[config.mk]
export PLATFORM = sky130hd
export DESIGN_NAME = i2s_tx
export DESIGN_NICKNAME = d
export VERILOG_FILES = /design/src/rtl/i2s_pkg.sv /design/src/rtl/i2s_clkgen.sv /design/src/rtl/i2s_tx.sv
export SDC_FILE = /design/constraint.sdc
export NUM_CORES = 1
export LEC_CHECK = 0
export BUFFER_PORTS_ARGS = -buffer_cell sky130_fd_sc_hd__buf_2
export CAP_MARGIN = 20
export CORE_ASPECT_RATIO = 0.9
export CORE_UTILIZATION = 31
export CTS_BUF_LIST = sky130_fd_sc_hd__clkbuf_16
export DETAILED_ROUTE_END_ITERATION = 12
export PLACE_DENSITY_LB_ADDON = 0.08
export SLEW_MARGIN = 20
export SYNTH_ARGS = -nofsm -noshare
export SYNTH_HDL_FRONTEND = slang
export SYNTH_HIERARCHICAL = 1
export SYNTH_SLANG_ARGS = --single-unit
[constraint.sdc]
create_clock -name clk -period 2.4 [get_ports clk]
set_input_delay 0.48 -clock clk [delete_from_list [all_inputs] [get_ports clk]]
set_output_delay 0.48 -clock clk [all_outputs]
set_load 0.01 [all_outputs]
[src/rtl/i2s_pkg.sv]
// rtl/i2s_pkg.sv - shared I2S definitions for the transmit and receive paths
//
// Purpose : common constants and types for the I2S blocks.
//   TIDW      : width of the stream channel id (tid) bus
//   ch_e      : slot/channel encoding; matches the lrclk level of the slot
//   cnt_width : counter width helper that never returns zero
package i2s_pkg;

   localparam int TIDW = 8;

   typedef enum logic {
      CH_LEFT  = 1'b0,
      CH_RIGHT = 1'b1
   } ch_e;

   // $clog2(1) is 0, which would give a zero-width counter.
   function automatic int cnt_width(input int n);
      return (n > 1) ? $clog2(n) : 1;
   endfunction

endpackage

[src/rtl/i2s_clkgen.sv]
// rtl/i2s_clkgen.sv - I2S bit clock, word select and slot bit counter
//
// Purpose : divides clk down to sclk, produces the falling-edge strobe on
//           which every lrclk/sdo change happens, and tracks the slot bit
//           index b.
// Ports   :
//   clk       in   master clock, all logic on its rising edge
//   rst       in   asynchronous active-high reset
//   sclk      out  bit clock, clk/(2*SCLK_DIV), 50% duty
//   lrclk     out  word select, 0 = left slot, 1 = right slot
//   strobe    out  high in the clk cycle whose rising edge drives sclk 1->0
//   bit_next  out  value b takes at the coming strobe (0 means a new slot)
module i2s_clkgen
   import i2s_pkg::*;
#(
   parameter int FRAME_BITS = 32,
   parameter int SCLK_DIV   = 4,
   localparam int BW        = cnt_width(FRAME_BITS)
) (
   input  logic          clk,
   input  logic          rst,
   output logic          sclk,
   output logic          lrclk,
   output logic          strobe,
   output logic [BW-1:0] bit_next
);

   localparam int DVW = cnt_width(SCLK_DIV);
   localparam logic [DVW-1:0] DIV_LAST = DVW'(SCLK_DIV - 1);
   localparam logic [BW-1:0]  B_LAST   = BW'(FRAME_BITS - 1);

   if (SCLK_DIV < 1) begin : g_bad_div
      $error("i2s_clkgen: SCLK_DIV must be at least 1");
   end

   logic [DVW-1:0] div;
   logic [BW-1:0]  bit_idx;
   logic           tc;

   assign tc       = (div == DIV_LAST);
   // sclk is about to fall only when it is currently high at terminal count.
   assign strobe   = tc & sclk;
   assign bit_next = (bit_idx == B_LAST) ? '0 : bit_idx + 1'b1;

   // b resets to its last value so the first strobe wraps it to 0 and
   // flips lrclk from 1 to 0, opening a left slot.
   always_ff @(posedge clk or posedge rst) begin
      if (rst) begin
         div     <= '0;
         sclk    <= 1'b0;
         lrclk   <= 1'b1;
         bit_idx <= B_LAST;
      end else begin
         div <= tc ? '0 : div + 1'b1;
         if (tc) begin
            sclk <= ~sclk;
         end
         if (strobe) begin
            bit_idx <= bit_next;
            if (bit_next == '0) begin
               lrclk <= ~lrclk;
            end
         end
      end
   end

endmodule

[src/rtl/i2s_tx.sv]
// rtl/i2s_tx.sv - I2S transmitter with per-channel sample holding registers
//
// Purpose : accepts samples on a tid-tagged stream, buffers one per channel
//           and serialises them MSB first with the one-bit I2S delay.
// Ports   :
//   clk            in   master clock
//   rst            in   asynchronous active-high reset
//   s_axis_tdata   in   sample (DW bits)
//   s_axis_tvalid  in   sample valid
//   s_axis_tready  out  target channel holding register is empty
//   s_axis_tid     in   bit 0 selects left (0) / right (1); rest ignored
//   sclk           out  I2S bit clock
//   lrclk          out  I2S word select, 0 = left
//   sdo            out  I2S serial data, changes with sclk falling
//   underflow      out  one-clk pulse when a slot opens with no sample
module i2s_tx
   import i2s_pkg::*;
#(
   parameter int DW         = 24,
   parameter int FRAME_BITS = 32,
   parameter int SCLK_DIV   = 4
) (
   input  logic            clk,
   input  logic            rst,
   input  logic [DW-1:0]   s_axis_tdata,
   input  logic            s_axis_tvalid,
   output logic            s_axis_tready,
   input  logic [TIDW-1:0] s_axis_tid,
   output logic            sclk,
   output logic            lrclk,
   output logic            sdo,
   output logic            underflow
);

   localparam int BW = cnt_width(FRAME_BITS);

   if (FRAME_BITS <= DW) begin : g_bad_frame
      $error("i2s_tx: FRAME_BITS must be greater than DW");
   end

   logic          strobe;
   logic [BW-1:0] bit_next;
   logic          load;
   logic          accept;
   ch_e           wr_ch;
   ch_e           ld_ch;
   logic [1:0]    full;
   logic [DW-1:0] hold [2];
   logic [DW-1:0] shreg;
   logic          unused_tid;

   i2s_clkgen #(
      .FRAME_BITS (FRAME_BITS),
      .SCLK_DIV   (SCLK_DIV)
   ) u_clkgen (
      .clk      (clk),
      .rst      (rst),
      .sclk     (sclk),
      .lrclk    (lrclk),
      .strobe   (strobe),
      .bit_next (bit_next)
   );

   assign unused_tid    = ^s_axis_tid[TIDW-1:1];
   assign wr_ch         = ch_e'(s_axis_tid[0]);
   // At a wrapping strobe lrclk is about to flip, so the slot being opened
   // belongs to the opposite of the current lrclk level.
   assign ld_ch         = ch_e'(~lrclk);
   assign s_axis_tready = ~full[wr_ch];
   assign accept        = s_axis_tvalid & s_axis_tready;
   assign load          = strobe & (bit_next == '0);

   // The accept update is written after the load update so that when both
   // hit the same channel in one cycle the new sample wins the full flag and
   // survives for that channel's next slot, while this slot sends zeros.
   always_ff @(posedge clk or posedge rst) begin
      if (rst) begin
         full      <= '0;
         hold[0]   <= '0;
         hold[1]   <= '0;
         shreg     <= '0;
         sdo       <= 1'b0;
         underflow <= 1'b0;
      end else begin
         underflow <= 1'b0;
         if (load) begin
            // b = 0 carries the I2S delay bit, always zero.
            shreg       <= full[ld_ch] ? hold[ld_ch] : '0;
            underflow   <= ~full[ld_ch];
            full[ld_ch] <= 1'b0;
            sdo         <= 1'b0;
         end else if (strobe) begin
            // b = 1..DW shift the sample out MSB first; padding bits are 0.
            if (bit_next <= BW'(DW)) begin
               sdo   <= shreg[DW-1];
               shreg <= shreg << 1;
            end else begin
               sdo <= 1'b0;
            end
         end
         if (accept) begin
            hold[wr_ch] <= s_axis_tdata;
            full[wr_ch] <= 1'b1;
         end
      end
   end

endmodule

==> results of run 1 <==
-- worst max-delay path, stage by stage, from the launching register on --
cell and delay (ps):
dfstp_2 370, ha_1 190, and3_2 230, ha_4 170, nor2b_1 110, mux2_4 210, buf_4 150, o311ai_4 110
and2_1 210, buf_4 180, a32o_1 250
-- repair_timing --
action / in CTS / in global routing
hold buffers: 0 / 0
buffers inserted: 0 / 1
resized for setup: 0 / 21
gates cloned: 0 / 4
setup endpoints to repair: 1 / 26
pin swaps: 1 / 14
-- kinds of logic (layout without fill, tap and decap cells) --
family | after synthesis | after routing | share of synthesized area
xor gates and xnor gates | 3 | 3 | 0.00650
DFF | 85 | 85 | 0.528
buffers and inverters | 30 | 77 | 0.0440
adders and majority gates | 4 | 4 | 0.0124
AOI/OAI and AO/OA | 74 | 74 | 0.108
and+or+nand+nor | 45 | 47 | 0.0774
muxes | 80 | 80 | 0.224
-- power groups by stage --
| stage | Sequential, W | Clock, W | Combinational [W] |
|---|---|---|---|
| 6_report | 0.00176 | 0.00121 | 0.000312 |
| 5_1_grt | 0.00180 | 0.00132 | 0.000349 |
| 4_1_cts | 0.00176 | 0.00126 | 0.000322 |
| 3_5_place_dp | 0.00179 | 0 | 0.000321 |
| 3_3_place_gp | 0.00178 | 0 | 0.000306 |
| 2_1_floorplan | 0.00175 | 0 | 0.000247 |
-- flip-flops by register name, indices dropped and copies added (netlist names) --
signal,count
full,2
u_clkgen/bit_idx,5
u_clkgen/sclk,1
u_clkgen/lrclk,1
sdo,1
shreg,24
u_clkgen/div,2
underflow,1
hold,48
-- through the flow --
stage               worst slack (ps)  std cells  hold WS [ps]  area, um2
floorplan                       50.2        321           304       4050
global placement                17.4        513           413       4420
detailed placement              10.3        513           417       4420
CTS                             16.2        529           116       4670
global route                    4.06        534           138       4750
finish                           108        534           116       4750
-- worst paths after layout --
path                                      from               to  slack (ps)  cells after the start
max in group asynchronous                  rst         hold[45]        1780                      3
max                        u_clkgen/bit_idx[0]              sdo         110                     10
min                                        rst    u_clkgen/sclk         120                      2
min reg2reg                    u_clkgen/div[0]  u_clkgen/div[0]         440                      1
min in group clk               s_axis_tdata[1]         hold[25]         380                      2
max reg2reg                u_clkgen/bit_idx[0]              sdo         110                     10
-- final cells by class --
| type | count | area [um2] | share of cell area |
|---|---|---|---|
| multi-input combinational | 208 | 1770 | 0.372 |
| clock inverter | 7 | 26.3 | 0.00553 |
| inverter | 5 | 22.5 | 0.00474 |
| clock buffer | 9 | 225 | 0.0474 |
| tap | 164 | 205 | 0.0432 |
| sequential | 85 | 2130 | 0.450 |
| timing repair buffer | 56 | 368 | 0.0775 |
-- layer usage --
metal	part of all wire	vias to the layer above	track usage	routed length [um]
met5	0	-	0	0
met4	0.014	0	0.0444	131
met3	0.039	12	0.0468	366
met2	0.46	42	0.234	4270
met1	0.49	1403	0.191	4520
li1	-	1294	-	-
-- synth_stat cells, types with 2 or more instances --
library cell,count,share of area
buf_4,5,0.0093
a31oi_1,23,0.036
nor3b_4,2,0.0093
o21ai_1,10,0.012
dfstp_2,6,0.039
nand4_1,23,0.036
xor2_1,2,0.0043
buf_2,13,0.016
mux2_2,77,0.21
nand2_1,4,0.0037
clkbuf_1,3,0.0028
a21oi_1,23,0.028
inv_1,5,0.0046
buf_6,4,0.011
nor2_1,5,0.0046
dfrtp_1,79,0.49
ha_1,4,0.012
o21ai_0,13,0.016
==> flow_metrics.env, run 1 <==
export IMPL_p_leak_nw=2.09
export IMPL_cellPowerDensity_nw_per_um2=691
export IMPL_cts_sinks=85
export IMPL_grt_max_degree=77
export IMPL_finalCritPeriodShare=0.955
export IMPL_first_iter_violations=99
export IMPL_p_seq_frac=0.537
export IMPL_hp_class="in -> async"
export IMPL_cts_buffer_depth=2
export IMPL_slew_headroom=0.642
export IMPL_ios=40
export IMPL_wl_per_cell_um=17.4
export IMPL_cts_root_buf="clkbuf_16"
export IMPL_synth_edf_count=0
export IMPL_drive_gt1_frac=0.446
export IMPL_start_kind="register"
export IMPL_antenna_cells=0
export IMPL_viasPerCell=5.15
export IMPL_io_buffers=32
export IMPL_fp_dieW_um=122
export IMPL_grt_usage=0.147
export IMPL_postSynthCellCount=321
export IMPL_critPathKind="reg -> reg"
export IMPL_period_needed_ps=2290
export IMPL_cts_inserted_buffers=9
export IMPL_htreeDepth=3
export IMPL_internal_power_w=0.00253
export IMPL_endpoint_kind="register"
export IMPL_drc_errors=0
export IMPL_clkPwrFrac=0.368
export IMPL_switchingPower_w=0.000747
export IMPL_synthesis_area_um2=4040
export IMPL_cts_tree="yes"
export IMPL_fillers=1267
export IMPL_routabilityCongestion=0.715
export IMPL_finalSetupViolCount=0
export IMPL_pwr_share_comb=0.095
export IMPL_dieArea_um2=13500
export IMPL_fin_skew_ps=6.10
export IMPL_dr_pass1_iters=4
export IMPL_p_sw_frac=0.228
export IMPL_vias=2751
export IMPL_final_antenna_net_count=0
export IMPL_crit_path_max_fanout=10
export IMPL_vdd_drop_max_mv=0.387
export IMPL_finalMaxSlewViolations=0
export IMPL_ys_seq_area_frac=0.528
export IMPL_cap_violations=0
export IMPL_dp_hpwl_um=5580
export IMPL_grt_pass1_vias=2820
export IMPL_async_flop_share=1.00
export IMPL_ys_types=38
export IMPL_die_h_um=110
export IMPL_setup_tns_ps=0
export IMPL_fin_util=0.374
export IMPL_arrival_ps=2520
export IMPL_grt_pass1_wl_um=14900
export IMPL_synth_area_per_cell_um2=12.6
export IMPL_fmax_ghz=0.436
export IMPL_antenna_found_initial=0
export IMPL_nNetsFinal=404
export IMPL_core_area_um2=12700
export IMPL_hold_violations=0
export IMPL_final_common_cell="dfrtp_1"
export IMPL_synth_fp_nets=360
export IMPL_worst_pin_slew_ps=537
export IMPL_clk_latency_ps=340
export IMPL_path_clk_slew_ps=60
export IMPL_synthFlopType="dfrtp_1"
export IMPL_total_power_w=0.00328
export IMPL_syn2layout_area_growth_pct=17.5
export IMPL_grt_remaining_overflow=0
export IMPL_outcome="completed"
export IMPL_fp_row_count=39
export IMPL_mostFrequentLayoutCells="dfrtp_1, mux2_2, buf_2"
export IMPL_grt_setup_unrepaired="no"
export IMPL_routed_wl_um=9290
export IMPL_yosys_warnings=6
export IMPL_required_ps=2630
export IMPL_ys_ff_latch=85
export IMPL_start_util=0.319
Note: power is estimated with default switching activity, not from simulation.
==> run 2, diff against run 1 <==
--- a/config.mk
+++ b/config.mk
@@ -11,6 +11,7 @@
 export CORE_UTILIZATION = 31
 export CTS_BUF_LIST = sky130_fd_sc_hd__clkbuf_16
 export DETAILED_ROUTE_END_ITERATION = 12
+export GPL_TIMING_DRIVEN = 0
 export PLACE_DENSITY_LB_ADDON = 0.08
 export SLEW_MARGIN = 20
 export SYNTH_ARGS = -nofsm -noshare
==> constraint.sdc (replaced) <==
create_clock -name clk -period 2.1 [get_ports clk]
set_input_delay 0.42 -clock clk [delete_from_list [all_inputs] [get_ports clk]]
set_output_delay 0.42 -clock clk [all_outputs]
set_load 0.01 [all_outputs]
==> run 2 against run 1 <==
The run now ends with setup timing left; register-to-register slack worse by 320 ps; routed wire length is 0.56% lower; count of clock-buffer cells in the layout stayed put; non-clock buffer count is 16 higher; cell count is 2.1% higher; critical path type unchanged; highest routed layer unchanged.
==> flow_metrics.env, run 2 (synthesized netlist as in run 1, its figures left out) <==
export IMPL_clk_latency_ps=340
export IMPL_violations="setup timing"
export IMPL_start_util=0.319
export IMPL_fin_skew_ps=10.5
export IMPL_start_kind="register"
export IMPL_ios=40
export IMPL_layoutNonFillerInstCount=545
export IMPL_largest_reg_flops=48
export IMPL_pre_cts_ws_ps=-446
export IMPL_hp_class="in -> async"
export IMPL_outcome="finished, violations left"
export IMPL_dr_pass1_iters=4
export IMPL_core_area_um2=12700
export IMPL_finalCritPeriodShare=1.10
export IMPL_antenna_cells=0
export IMPL_top_register="hold"
export IMPL_crit_path_max_fanout=8
export IMPL_arrival_ps=2540
export IMPL_finalMaxSlewViolations=0
export IMPL_vdd_drop_max_mv=0.693
export IMPL_routed_wl_um=9240
export IMPL_dp_hpwl_um=6300
export IMPL_grt_pass1_wl_um=15500
export IMPL_reg_top3="hold x48, shreg x24, u_clkgen/bit_idx x5"
export IMPL_grt_usage=0.154
export IMPL_fp_dieW_um=122
export IMPL_dieArea_um2=13500
export IMPL_grt_remaining_overflow=0
export IMPL_hold_violations=0
export IMPL_cts_root_buf="clkbuf_16"
export IMPL_first_iter_violations=143
export IMPL_io_buffers=32
export IMPL_grt_max_degree=31
export IMPL_cap_violations=0
export IMPL_grt_pass1_vias=2903
export IMPL_critPathKind="reg -> reg"
export IMPL_fmax_ghz=0.432
export IMPL_cts_inserted_buffers=9
export IMPL_slew_headroom=0.645
export IMPL_cts_tree="yes"
export IMPL_antenna_found_initial=0
export IMPL_final_common_cell="dfrtp_1"
export IMPL_vias=2776
export IMPL_nNetsFinal=418
export IMPL_final_antenna_net_count=0
export IMPL_wl_per_cell_um=16.9
export IMPL_grt_setup_unrepaired="yes"
export IMPL_cellPowerDensity_nw_per_um2=759
export IMPL_place_inst=519
export IMPL_routabilityCongestion=0.720
export IMPL_worst_pin_slew_ps=532
export IMPL_fp_row_count=39
export IMPL_viasPerCell=5.09
export IMPL_p_leak_nw=2.16
export IMPL_drive_gt1_frac=0.517
export IMPL_drc_errors=0
export IMPL_timing_final_ws_setup_ps=-213
export IMPL_finalSetupViolCount=27
export IMPL_htreeDepth=3
export IMPL_cts_sinks=85
export IMPL_path_clk_slew_ps=60
export IMPL_cts_buffer_depth=2
export IMPL_die_h_um=110
export IMPL_required_ps=2330
export IMPL_mostFrequentLayoutCells="dfrtp_1, mux2_2, buf_2"
export IMPL_period_needed_ps=2310
export IMPL_total_power_w=0.00376
export IMPL_syn2layout_area_growth_pct=22.6
export IMPL_endpoint_kind="register"
## run 2: changes by cell type in the layout (fill, tap and decap cells not counted), moves of 2 or more
| cell | before | now |
|---|---|---|
| inv_1 | 7 | 5 |
| buf_8 | 0 | 2 |
| nor2_1 | 4 | 2 |
| o21ai_1 | 18 | 6 |
| or3b_4 | 3 | 1 |
| buf_6 | 4 | 6 |
| clkbuf_1 | 0 | 2 |
| nor2_2 | 1 | 3 |
| clkinv_1 | 4 | 1 |
| o21ai_2 | 0 | 13 |
| buf_4 | 19 | 15 |
| buf_2 | 32 | 43 |
## run 2: routing by layer
metal / up-vias / part of all wire / GRT usage
met5: - / 0 / 0
met4: 0 / 0.012 / 0.0601
met3: 8 / 0.037 / 0.0427
met2: 50 / 0.46 / 0.244
met1: 1396 / 0.49 / 0.201
li1: 1322 / - / -
## run 2: repair_timing
action / in CTS / in global routing
pin swaps: 18 / 15
gates cloned: 3 / 1
resized for setup: 19 / 21
buffers inserted: 7 / 3
hold buffers: 0 / 0
setup endpoints to repair: 28 / 29
## run 2: worst paths after layout
path                                     start              end  slack, ps  cells past startpoint
min reg2reg                    u_clkgen/div[0]  u_clkgen/div[0]        420                      1
min                                        rst  u_clkgen/div[1]         70                      2
min in group clk               s_axis_tdata[6]         hold[30]        300                      2
max reg2reg                u_clkgen/bit_idx[0]          full[1]       -210                      9
max                        u_clkgen/bit_idx[0]          full[1]       -210                      9
max in group asynchronous                  rst              sdo       1440                      3
## run 2: layout make-up
type	count	area (um2)
clock buffer	9	225
sequential	85	2130
inverter	5	22.5
timing repair buffer	48	334
clock inverter	4	20.0
tap	164	205
multi-input combinational	206	1840
fill	1245	7730
buffer	24	169
## run 2: report_power, final
part           leakage (nW)  internal, W  total [W]  switching [W]
clock                 0.122     0.000770    0.00138       0.000614
combinational         0.952     0.000234   0.000363       0.000128
sequential             1.09      0.00189    0.00201       0.000118
## run 2: per-stage QoR
| step | TNS, ps | utilization | area (um2) | hold WS [ps] |
|---|---|---|---|---|
| floorplan | -2650 | - | 4080 | 244 |
| global placement | -8080 | 0.350 | 4450 | 413 |
| detailed placement | -8840 | 0.354 | 4490 | 421 |
| CTS | -5080 | 0.382 | 4850 | 68.1 |
| global route | -6910 | 0.390 | 4950 | 84.9 |
| finish | -4390 | 0.390 | 4950 | 69.1 |
## run 2: critical path: stages (launching register included)
cell	delay, ps
dfstp_2	550
ha_4	140
and3_4	180
ha_4	150
nor2_2	40
mux2_4	290
or3b_4	450
buf_6	170
o31ai_4	160
nand2_1	70
